$ cat config.mk
export PLATFORM = sky130hd
export DESIGN_NAME = sv32_ptw
export DESIGN_NICKNAME = d
export VERILOG_FILES = /design/src/rtl/sv32_ptw_pkg.sv /design/src/rtl/sv32_ptw_rr_arb.sv /design/src/rtl/sv32_ptw.sv
export SDC_FILE = /design/constraint.sdc
export NUM_CORES = 1
export LEC_CHECK = 0
export CAP_MARGIN = 20
export CORE_MARGIN = 2
export CORE_UTILIZATION = 37
export DETAILED_ROUTE_END_ITERATION = 16
export GPL_ROUTABILITY_DRIVEN = 1
export GPL_TIMING_DRIVEN = 1
export PLACE_DENSITY = 0.89
export REMOVE_ABC_BUFFERS = 1
export SLEW_MARGIN = 30
export SYNTH_ARGS = -nofsm -noshare
export SYNTH_HDL_FRONTEND = slang
export SYNTH_SLANG_ARGS = --single-unit
$ cat constraint.sdc
create_clock -name clk -period 2.34 [get_ports clk]
set_input_delay 0.702 -clock clk [delete_from_list [all_inputs] [get_ports clk]]
set_output_delay 0.702 -clock clk [all_outputs]
set_load 0.01 [all_outputs]
$ cat src/rtl/sv32_ptw_pkg.sv
// Shared Sv32 MMU definitions.
// Holds the PTE bit positions, Sv32 geometry constants, the walker FSM
// state encoding, the requester (owner) encoding and a helper that forms
// the physical address of a PTE. The TLBs import the same package, so
// both sides agree on the bit layout.
// No ports: package only.
package sv32_ptw_pkg;

  // PTE flag bit positions
  localparam int PTE_V = 0;
  localparam int PTE_R = 1;
  localparam int PTE_W = 2;
  localparam int PTE_X = 3;
  localparam int PTE_U = 4;
  localparam int PTE_G = 5;
  localparam int PTE_A = 6;
  localparam int PTE_D = 7;

  // Sv32 geometry
  localparam int PAGE_SHIFT  = 12;
  localparam int VPN_BITS    = 10;
  localparam int PA_PPN_BITS = 20;

  typedef enum logic [2:0] {
    ST_IDLE   = 3'd0,
    ST_REQ    = 3'd1,
    ST_WAIT   = 3'd2,
    ST_UPDATE = 3'd3,
    ST_FAULT  = 3'd4
  } ptw_state_e;

  typedef enum logic {
    OWN_I = 1'b0,
    OWN_D = 1'b1
  } ptw_owner_e;

  // Physical address of a PTE: table base page plus the 4-byte entry index.
  function automatic logic [31:0] pte_addr(input logic [PA_PPN_BITS-1:0] ppn,
                                           input logic [VPN_BITS-1:0] vpnSlice);
    return {ppn, vpnSlice, 2'b00};
  endfunction

endpackage

$ cat src/rtl/sv32_ptw_rr_arb.sv
// Two-way I/D grant logic for the page-table walker.
// Ports:
//   clk, reset  clock and synchronous active-high reset
//   i_i_req     I-side miss pending
//   i_d_req     D-side miss pending
//   i_take      walker is idle and will accept the grant this cycle
//   o_grant     some requester is granted
//   o_grant_d   1 = D-side granted, 0 = I-side granted
// RR_ARB = 1 alternates between the two sides when both are pending;
// RR_ARB = 0 always prefers the D side.
module sv32_ptw_rr_arb
  import sv32_ptw_pkg::*;
#(
  parameter int RR_ARB = 1
) (
  input  logic clk,
  input  logic reset,
  input  logic i_i_req,
  input  logic i_d_req,
  input  logic i_take,
  output logic o_grant,
  output logic o_grant_d
);

  ptw_owner_e r_lastGrant;

  assign o_grant = i_i_req | i_d_req;

  // With both sides pending, round-robin gives the side not served last.
  always_comb begin
    o_grant_d = 1'b0;
    if (i_d_req && !i_i_req) begin
      o_grant_d = 1'b1;
    end else if (i_d_req && i_i_req) begin
      if (RR_ARB != 0) begin
        o_grant_d = (r_lastGrant == OWN_I);
      end else begin
        o_grant_d = 1'b1;
      end
    end
  end

  // Remember who was served, updated only when the walker actually accepts.
  always_ff @(posedge clk) begin
    if (reset) begin
      r_lastGrant <= OWN_I;
    end else if (i_take && o_grant) begin
      r_lastGrant <= o_grant_d ? OWN_D : OWN_I;
    end
  end

endmodule

$ cat src/rtl/sv32_ptw.sv
// Shared Sv32 page-table walker serving I-TLB and D-TLB misses.
// Walks the two-level table over one memory read port and either writes
// the leaf into the requesting TLB or reports a page fault. Privilege,
// SUM and MXR checks remain in the TLBs.
// Ports:
//   clk, reset                 clock, synchronous active-high reset
//   i_satp_ppn[21:0]           root table PPN (only [19:0] used)
//   i_flush_all                SFENCE.VMA, suppresses update of current walk
//   i_i_req / i_d_req          miss requests, held until matching done
//   i_i_vaddr / i_d_vaddr      faulting virtual addresses
//   i_d_is_store               D-side miss is a store
//   o_i_done / o_d_done        one-cycle completion pulses
//   o_i_fault / o_d_fault      page fault, valid with done
//   o_i_upd_valid/o_d_upd_valid  one-cycle TLB update strobes
//   o_upd_vpn/ppn/pte/level    update payload, held between updates
//   o_mem_req_valid/addr       PTE read request, i_mem_req_ready accepts
//   i_mem_resp_valid/data/err  PTE read response
module sv32_ptw
  import sv32_ptw_pkg::*;
#(
  parameter int XLEN   = 32,
  parameter int RR_ARB = 1
) (
  input  logic            clk,
  input  logic            reset,
  input  logic [21:0]     i_satp_ppn,
  input  logic            i_flush_all,
  input  logic            i_i_req,
  input  logic            i_d_req,
  input  logic [XLEN-1:0] i_i_vaddr,
  input  logic [XLEN-1:0] i_d_vaddr,
  input  logic            i_d_is_store,
  output logic            o_i_done,
  output logic            o_d_done,
  output logic            o_i_fault,
  output logic            o_d_fault,
  output logic            o_i_upd_valid,
  output logic            o_d_upd_valid,
  output logic [XLEN-1:0] o_upd_vpn,
  output logic [XLEN-1:0] o_upd_ppn,
  output logic [7:0]      o_upd_pte,
  output logic [XLEN-1:0] o_upd_level,
  output logic            o_mem_req_valid,
  output logic [XLEN-1:0] o_mem_req_addr,
  input  logic            i_mem_req_ready,
  input  logic            i_mem_resp_valid,
  input  logic [XLEN-1:0] i_mem_resp_data,
  input  logic            i_mem_resp_err
);

  ptw_state_e              r_state;
  ptw_owner_e              r_owner;
  logic [19:0]             r_vpn;
  logic [PA_PPN_BITS-1:0]  r_ppn;
  logic                    r_level;
  logic                    r_isStore;
  logic                    r_flushSeen;

  logic                    w_grant;
  logic                    w_grantD;
  logic                    w_take;
  logic [19:0]             w_grantVpn;
  logic                    w_descend;
  logic                    w_leafOk;
  logic                    w_flush;
  logic                    w_unused;

  assign w_take     = (r_state == ST_IDLE);
  assign w_grantVpn = w_grantD ? i_d_vaddr[31:PAGE_SHIFT] : i_i_vaddr[31:PAGE_SHIFT];
  assign w_flush    = r_flushSeen | i_flush_all;

  // Bits that the 32-bit PA and the PTE layout never look at.
  assign w_unused = ^{i_satp_ppn[21:20], i_i_vaddr[PAGE_SHIFT-1:0],
                      i_d_vaddr[PAGE_SHIFT-1:0], i_mem_resp_data[9:8]};

  sv32_ptw_rr_arb #(
    .RR_ARB (RR_ARB)
  ) u_arb (
    .clk       (clk),
    .reset     (reset),
    .i_i_req   (i_i_req),
    .i_d_req   (i_d_req),
    .i_take    (w_take),
    .o_grant   (w_grant),
    .o_grant_d (w_grantD)
  );

  // Classify the returned PTE. The priority order matters: a bus error or
  // an invalid encoding faults before the leaf/pointer decision, and the
  // superpage alignment check precedes the A/D check. Anything that is
  // neither a descend nor a good leaf is a fault.
  always_comb begin
    w_descend = 1'b0;
    w_leafOk  = 1'b0;
    if (i_mem_resp_err) begin
      w_descend = 1'b0;
    end else if (!i_mem_resp_data[PTE_V] ||
                 (i_mem_resp_data[PTE_W] && !i_mem_resp_data[PTE_R])) begin
      w_descend = 1'b0;
    end else if (!i_mem_resp_data[PTE_R] && !i_mem_resp_data[PTE_X]) begin
      w_descend = r_level;
    end else if (r_level && (i_mem_resp_data[19:10] != 10'd0)) begin
      w_leafOk = 1'b0;
    end else if (!i_mem_resp_data[PTE_A] ||
                 (r_isStore && !i_mem_resp_data[PTE_D])) begin
      w_leafOk = 1'b0;
    end else begin
      w_leafOk = 1'b1;
    end
  end

  // Walker FSM. Done, fault and update strobes are raised on the edge that
  // enters UPDATE/FAULT, so they are visible exactly while in that state.
  // Hardware A/D updating is not done; a missing A or D bit is a fault.
  always_ff @(posedge clk) begin
    if (reset) begin
      r_state         <= ST_IDLE;
      r_owner         <= OWN_I;
      r_vpn           <= '0;
      r_ppn           <= '0;
      r_level         <= 1'b0;
      r_isStore       <= 1'b0;
      r_flushSeen     <= 1'b0;
      o_i_done        <= 1'b0;
      o_d_done        <= 1'b0;
      o_i_fault       <= 1'b0;
      o_d_fault       <= 1'b0;
      o_i_upd_valid   <= 1'b0;
      o_d_upd_valid   <= 1'b0;
      o_upd_vpn       <= '0;
      o_upd_ppn       <= '0;
      o_upd_pte       <= '0;
      o_upd_level     <= '0;
      o_mem_req_valid <= 1'b0;
      o_mem_req_addr  <= '0;
    end else begin
      o_i_done      <= 1'b0;
      o_d_done      <= 1'b0;
      o_i_fault     <= 1'b0;
      o_d_fault     <= 1'b0;
      o_i_upd_valid <= 1'b0;
      o_d_upd_valid <= 1'b0;

      if (i_flush_all && (r_state != ST_IDLE)) begin
        r_flushSeen <= 1'b1;
      end

      case (r_state)
        ST_IDLE: begin
          if (w_grant) begin
            r_owner         <= w_grantD ? OWN_D : OWN_I;
            r_vpn           <= w_grantVpn;
            r_isStore       <= w_grantD & i_d_is_store;
            r_level         <= 1'b1;
            r_ppn           <= i_satp_ppn[PA_PPN_BITS-1:0];
            r_flushSeen     <= i_flush_all;
            o_mem_req_valid <= 1'b1;
            o_mem_req_addr  <= pte_addr(i_satp_ppn[PA_PPN_BITS-1:0], w_grantVpn[19:10]);
            r_state         <= ST_REQ;
          end
        end

        ST_REQ: begin
          if (i_mem_req_ready) begin
            o_mem_req_valid <= 1'b0;
            r_state         <= ST_WAIT;
          end
        end

        ST_WAIT: begin
          if (i_mem_resp_valid) begin
            if (w_descend) begin
              r_ppn           <= i_mem_resp_data[29:10];
              r_level         <= 1'b0;
              o_mem_req_valid <= 1'b1;
              o_mem_req_addr  <= pte_addr(i_mem_resp_data[29:10], r_vpn[VPN_BITS-1:0]);
              r_state         <= ST_REQ;
            end else if (w_leafOk) begin
              o_upd_vpn   <= {12'd0, r_vpn};
              o_upd_ppn   <= {10'd0, i_mem_resp_data[31:10]};
              o_upd_pte   <= i_mem_resp_data[7:0];
              o_upd_level <= {31'd0, r_level};
              if (r_owner == OWN_D) begin
                o_d_done      <= 1'b1;
                o_d_upd_valid <= !w_flush;
              end else begin
                o_i_done      <= 1'b1;
                o_i_upd_valid <= !w_flush;
              end
              r_state <= ST_UPDATE;
            end else begin
              if (r_owner == OWN_D) begin
                o_d_done  <= 1'b1;
                o_d_fault <= 1'b1;
              end else begin
                o_i_done  <= 1'b1;
                o_i_fault <= 1'b1;
              end
              r_state <= ST_FAULT;
            end
          end
        end

        ST_UPDATE: r_state <= ST_IDLE;
        ST_FAULT:  r_state <= ST_IDLE;
        default:   r_state <= ST_IDLE;
      endcase
    end
  end

endmodule

==> metrics.md, run 1 <==
| Metric | Value |
|---|---|
| Worst Setup Start Kind | input pin |
| Worst setup path class | in -> reg |
| Register area share after synthesis | 0.418 |
| Min-Delay Path Class | reg -> reg |
| Leakage power | 3.15 nW |
| Commonest non-fill, non-tap cell in the layout | clkdlybuf4s50_1 |
| Yosys top cell by area | dfxtp_1 |
| Flop-to-flop setup slack | ~0.44 ns |
| Drt pass-1 iters | 4 |
| Reg2reg end | o_mem_req_addr[24]$_SDFFE_PP0P_ |
| DPL Wire Length | 12,100 µm |
| Arr. time, crit path | between 2 and 3 ns |
| Final core occ | 0.597 |
| Die height | 126 µm |
| Synth cell types | 44 |
| Dpl ws | -0.577 ns |
| # DRC | 0 |
| EDFF count, synth | 0 |
| IO Count | 270 |
| Critical path buffers and inverters | 2 |
| Post-route ant nets | 0 |
| CORE AREA | between 10,000 and 15,000 µm² |
| Vias | 5,686 |
| CP Capture Point | o_upd_pte[3]$_SDFFE_PP0P_ |
| Peak Freq | ~430 MHz |
| Multi-input combinational cell area | 2950 µm² |
| Critical-path maximum fanout | 7 |
| Filler instances | 1,193 |
| Ys async rst share | 0 |
| WL/cell | 18.5 µm |
| Outcome | finished clean |
| WP data required | 2.63 ns |
| Final worst setup slack | 0.00588 ns |
| Cell Area, Placed | around 7700 µm² |
| Dominant cells by area after synthesis | dfxtp_1, buf_4, a21oi_1 |
| Fin nets | 961 |
| Routed wire length | 19,000 µm |
| Initial antenna violation count | 0 |
| Maximum vdd ir drop | 0.000475 V |
| DR iter-0 viols | 318 |
| Minimum clock period | 2.33 ns |
| Crit path max-delay cell type | o41a_4 |
| Reg-to-Reg Start | r_state[1]$_SDFFE_PP0P_ |
| Port Buffers | 186 |
| Die ar. | 15,900 µm² |
| Slew Limit Fails | 0 |
| Most frequent cells in the layout | clkdlybuf4s50_1, dfxtp_1, a21oi_1, conb_1, nand4_1 |
| Final Wtd Congestion | about 0.86 |
| Most frequently used flop master after synthesis | dfxtp_1 |
| Final hold vios | 0 |
| Number of max-cap violations | 0 |
| Clk slew on worst S/H paths | 0.05 ns |
| Via count of the first global-routing pass | 5,514 |
| First-pass GRT wire length | 28,700 µm |
| Pwr dens | 689 nW/µm² |
| Area grow syn2layout | 57.7% |
| Avg Vias per Cell | 5.52 |
| Syn. warnings | 0 |
| Cell row count | 44 |
| Syn_area_per_cell | 8.59 µm² |
| CP Launch Point | i_mem_resp_data[12] |
| R2R depth | 4 |
| RSZ-0062 raised after global routing | yes |
| GRT Total Usage | 0.228 |
| Critical Path Max Stage Delay | 0.57 ns |
| Share of cells above drive strength 1 | 0.177 |
| Die width | 126 µm |
| Total gr overflow | 0 |
| Max-slew headroom | 0.513 |
| Crit. End Element | flip-flop |
| CP delay by family, top | compound AO/OA/AOI/OAI gates |
| Initial core utilization | 0.379 |
| Largest net degree at the start of global routing | between 60 and 70 |
| Max Root-Sink Buffers | 2 |
| Final Cell Area | 8680 µm² |
| TritonCTS clock tree | done |
| Syn Inst Count | 641 |
| Netlist Area Pre-Place | 5500 µm² |
| Num CTS Buffers | 17 |
| Ant. Diodes | 0 |
| Clock skew | 0.0101 ns |
| WP depth | 6 |
| Crit-path cells | dlygate4sd2_1, or4_4, o41a_4, clkbuf_16, o31ai_1, a21oi_1 |
| H-tree depth | 4 |
| Worst skew pair latency | roughly 0.42 ns |
| Setup Viol. Count Final | 0 |
| Clock sinks | 115 |
| Clk root buf | clkbuf_16 |
| Fin Hold WS | 0.466 ns |
| Yosys top cell area share | 0.418 |
| Period utilization | 0.997 |
| Slew @ Worst Pin | 0.730 ns |
| Seq. cell area | 2300 µm² |
| Post-synthesis register bit count | between 100 and 150 |
tightest hold or removal path, delay by kind of cell (launching register included):
family	cells	cell delay (ns)
flip-flops	1	0.30
AO/OA/AOI/OAI	1	0.05
AND/OR/NAND/NOR	1	0.06
state kept, by name, indices dropped and copies added (netlist names):
name             count
o_mem_req_valid      1
o_d_fault            1
r_level              1
o_d_done             1
o_d_upd_valid        1
o_i_upd_valid        1
r_owner              1
o_upd_level          1
r_isStore            1
o_mem_req_addr      30
r_vpn               20
o_i_done             1
r_state              3
r_flushSeen          1
o_upd_ppn           22
o_i_fault            1
o_upd_pte            8
o_upd_vpn           20
per-layer routing:
metal	track usage	up-vias	part of all wire
met5	0	-	0
met4	0.0944	0	0.016
met3	0.0578	25	0.078
met2	0.409	276	0.52
met1	0.256	2718	0.39
li1	-	2667	-
synth_stat cells (2+ instances only):
master       n
or2_2        2
nor3_1      13
o31ai_1     49
inv_1        3
nor2_1      42
o21ai_0     15
nand2b_1    12
o2111ai_1   11
mux2i_1     10
clkbuf_1    51
nand2_1     45
a31oi_1      4
nor2b_1      2
buf_6        5
a311oi_1    22
dfxtp_1    115
o221a_2      2
buf_4       55
nand4_1     49
a21oi_1     80
a211oi_1    10
mux2_2      10
buf_2       13
metrics by stage:
stage               power, mW  TNS [ns]  instances
CTS                      5.94   -0.0457       1025
global route             6.21   -0.0811       1030
finish                   5.98         0       1030
floorplan                2.63   -150.59        571
global placement         3.25    -41.45        991
detailed placement       3.27    -43.58        991
repair_timing:
action | in CTS | in global routing
setup endpoints to repair | 64 | 74
setup buffers | 2 | 0
gates resized for setup | 24 | 37
hold buffers | 0 | 0
pin swaps | 4 | 4
gates cloned | 1 | 5
where the power goes:
part           leakage [nW]  switching [mW]  internal (mW)
combinational          1.92           0.609          0.583
sequential            0.940          0.0738           2.08
clock                 0.292           0.887           1.75
layout make-up:
type | count | area share
multi-input combinational | 453 | 0.339
timing repair buffer | 244 | 0.298
sequential | 115 | 0.265
clock buffer | 22 | 0.0546
tap | 184 | 0.0265
clock inverter | 9 | 0.0148
inverter | 3 | 0.00130
kinds of logic after synthesis:
family	count (synthesis)	synth area share
AO/OA/AOI/OAI	201	0.246
buffers and inverters	127	0.134
flip-flops	115	0.418
multiplexers	20	0.0386
other	1	0.000681
AND/OR/NAND/NOR	177	0.162
how the worst min path moves through the flow:
stage                            from                         end  slack, ns  depth (start not counted)
2_1_floorplan  r_flushSeen$_SDFF_PP0_    o_d_upd_valid$_SDFF_PP0_       0.42                          1
3_3_place_gp   r_flushSeen$_SDFF_PP0_    o_d_upd_valid$_SDFF_PP0_       0.45                          1
3_5_place_dp   r_flushSeen$_SDFF_PP0_    o_d_upd_valid$_SDFF_PP0_       0.45                          1
4_1_cts        r_flushSeen$_SDFF_PP0_    o_d_upd_valid$_SDFF_PP0_       0.46                          1
5_1_grt        r_vpn[16]$_SDFFE_PP0P_  o_upd_vpn[16]$_SDFFE_PP0P_       0.48                          2
6_report       r_vpn[19]$_SDFFE_PP0P_  o_upd_vpn[19]$_SDFFE_PP0P_       0.47                          2
Power figures use the tool's default switching activity.
==> inputs of run 2 (changes only) <==
--- a/config.mk
+++ b/config.mk
@@ -9,7 +9,7 @@
 export CORE_MARGIN = 2
 export CORE_UTILIZATION = 37
 export DETAILED_ROUTE_END_ITERATION = 16
-export GPL_ROUTABILITY_DRIVEN = 1
+export GPL_ROUTABILITY_DRIVEN = 0
 export GPL_TIMING_DRIVEN = 1
 export PLACE_DENSITY = 0.89
 export REMOVE_ABC_BUFFERS = 1
==> constraint.sdc (replaced) <==
create_clock -name clk -period 1.97 [get_ports clk]
set_input_delay 0.591 -clock clk [delete_from_list [all_inputs] [get_ports clk]]
set_output_delay 0.591 -clock clk [all_outputs]
set_load 0.01 [all_outputs]
==> run 2 against run 1 <==
Compared with the run above: the run now ends with setup timing left; sequential cell count did not move; cell count rose by 1.1%; clock skew fell by 0.0022 ns; clock power rose by 22%; design area rose by 2.2%; utilization rose by 1.3 points; register-to-register slack got worse by 0.35 ns; sequential share of layout area fell by 0.57 points; critical path depth rose by 2; global-route usage rose by 1.7 points; largest cell class unchanged; largest power group unchanged; highest routed layer unchanged.
==> metrics.md, run 2 (same netlist as run 1, synthesis figures left out) <==
| Metric | Value |
|---|---|
| Outcome | finished, violations left |
| Failing checks | setup timing |
| Port Buffers | 186 |
| DPL Wire Length | between 10,000 and 15,000 µm |
| Peak Freq | between 400 and 500 MHz |
| Clk root buf | clkbuf_16 |
| Commonest non-fill, non-tap cell in the layout | clkdlybuf4s50_1 |
| Slew @ Worst Pin | 0.766 ns |
| Area grow syn2layout | 61.2% |
| Share of cells above drive strength 1 | 0.211 |
| Filler instances | 1,146 |
| Worst Setup Start Kind | input pin |
| # DRC | 0 |
| Worst setup path class | in -> reg |
| CORE AREA | 14,500 µm² |
| Setup Viol. Count Final | 33 |
| Drt pass-1 iters | 5 |
| Final worst setup slack | -0.0536 ns |
| Fin nets | slightly below 1,000 |
| Max reg flops | 30 |
| Critical Path Max Stage Delay | around 0.55 ns |
| Slew Limit Fails | 0 |
| Crit-path cells | buf_6, or4_4, buf_6, o41ai_4, buf_6, buf_12, nand4_1, a21oi_2 |
| Max-slew headroom | 0.490 |
| TritonCTS clock tree | done |
| Num CTS Buffers | 17 |
| Leakage power | 3.35 nW |
| IO Count | 270 |
| Vias | 5,880 |
| H-tree depth | 4 |
| Initial antenna violation count | 0 |
| Initial core utilization | 0.379 |
| Worst skew pair latency | 0.42 ns |
| Arr. time, crit path | 2.37 ns |
| Total power | 7.27 mW |
| Final Non-Filler Cells | 1,041 |
| Period utilization | 1.03 |
| GRT Total Usage | 0.245 |
| Cell count after placement | 999 |
| Final hold vios | 0 |
| Cell row count | 44 |
| Largest net degree at the start of global routing | 53 |
| Crit path max-delay cell type | or4_4 |
| Avg Vias per Cell | 5.65 |
| Max Root-Sink Buffers | 2 |
| Cell mode on critical path | buf_6 |
| Ant. Diodes | 0 |
| Pwr dens | 820 nW/µm² |
| Most frequent cells in the layout | clkdlybuf4s50_1, dfxtp_1, a21oi_1, conb_1, nand4_1 |
| Via count of the first global-routing pass | 5,805 |
| Post-CTS Hold Buffers | 0 |
| Die ar. | 15,900 µm² |
| Routed wire length | approximately 20,000 µm |
| Critical-path maximum fanout | 7 |
| Total gr overflow | 0 |
| Min-Delay Path Class | reg -> reg |
| Number of max-cap violations | 0 |
| First-pass GRT wire length | 30,800 µm |
| Largest regs | o_mem_req_addr: 30 flops, o_upd_ppn: 22 flops |
| Clock sinks | 115 |
| Die width | ~130 µm |
| WL/cell | 19.4 µm |
| Crit. End Element | flip-flop |
| Critical path buffers and inverters | 4 |
| Maximum vdd ir drop | 0.000587 V |
| DR iter-0 viols | roughly 470 |
| Dpl ws | -0.868 ns |
| CP delay by family, top | simple AND/OR/NAND/NOR gates |
| Minimum clock period | between 2 and 2.5 ns |
| WP data required | 2.32 ns |
| RSZ-0062 raised after global routing | yes |
| Post-route ant nets | 0 |
| Register name with the most flops | o_mem_req_addr |
| Clock skew | ~0.0078 ns |
| Die height | 126 µm |
| Clk slew on worst S/H paths | 0.05 ns |
[run 2: layout make-up]
cell class	count	area, µm²	area share
clock buffers	23	488	0.0550
flip-flops and latches	115	2300	0.259
inverters	3	11.3	0.00127
clock inverters	9	126	0.0142
well taps	184	230	0.0259
repair buffers	254	2720	0.306
multi-input cells	453	3000	0.338
[run 2: layer usage]
layer / track usage / wire length, µm
met1: 0.278 / 7740
met2: 0.423 / 10300
met3: 0.0688 / 1610
met4: 0.117 / 590
met5: 0 / 0
[run 2: timing repair]
action,CTS,global route
pin swaps,32,23
gates resized for setup,80,50
gates cloned,5,1
endpoints found under the setup margin,90,86
buffers inserted,5,1
[run 2: worst paths after layout]
| check | start | endpoint | slack [ns] | cells past startpoint |
|---|---|---|---|---|
| worst max-delay path | i_mem_resp_data[19] | o_upd_vpn[4]$_SDFFE_PP0P_ | -0.05 | 8 |
| worst min-delay path | r_vpn[11]$_SDFFE_PP0P_ | o_upd_vpn[11]$_SDFFE_PP0P_ | 0.47 | 2 |
| worst max register to register | r_level$_SDFFE_PP0P_ | o_mem_req_addr[20]$_SDFFE_PP0P_ | 0.09 | 6 |
| worst min register to register | r_vpn[11]$_SDFFE_PP0P_ | o_upd_vpn[11]$_SDFFE_PP0P_ | 0.47 | 2 |
[run 2: report_power, final]
group | internal (mW) | leakage, nW | switching [mW]
clock | 2.11 | 0.303 | 1.11
sequential | 2.47 | 0.940 | 0.0946
combinational | 0.730 | 2.11 | 0.756
total | 5.32 | 3.35 | 1.96
[run 2: tightest hold or removal path: cells and delay by family, from the launching register on]
family,cells,cell delay [ns]
AOI/OAI and AO/OA,1,0.05
and+or+nand+nor,1,0.06
DFF,1,0.31
[run 2: metrics by stage]
stage          cell area (µm²)   util  setup TNS (ns)  hold WS [ns]
2_1_floorplan             4980      -         -187.73         0.422
3_3_place_gp              7770  0.535          -67.41         0.449
3_5_place_dp              7770  0.535          -71.47         0.460
4_1_cts                   8690  0.598          -0.299         0.459
5_1_grt                   8870  0.610           -2.04         0.477
6_report                  8870  0.610          -0.528         0.466
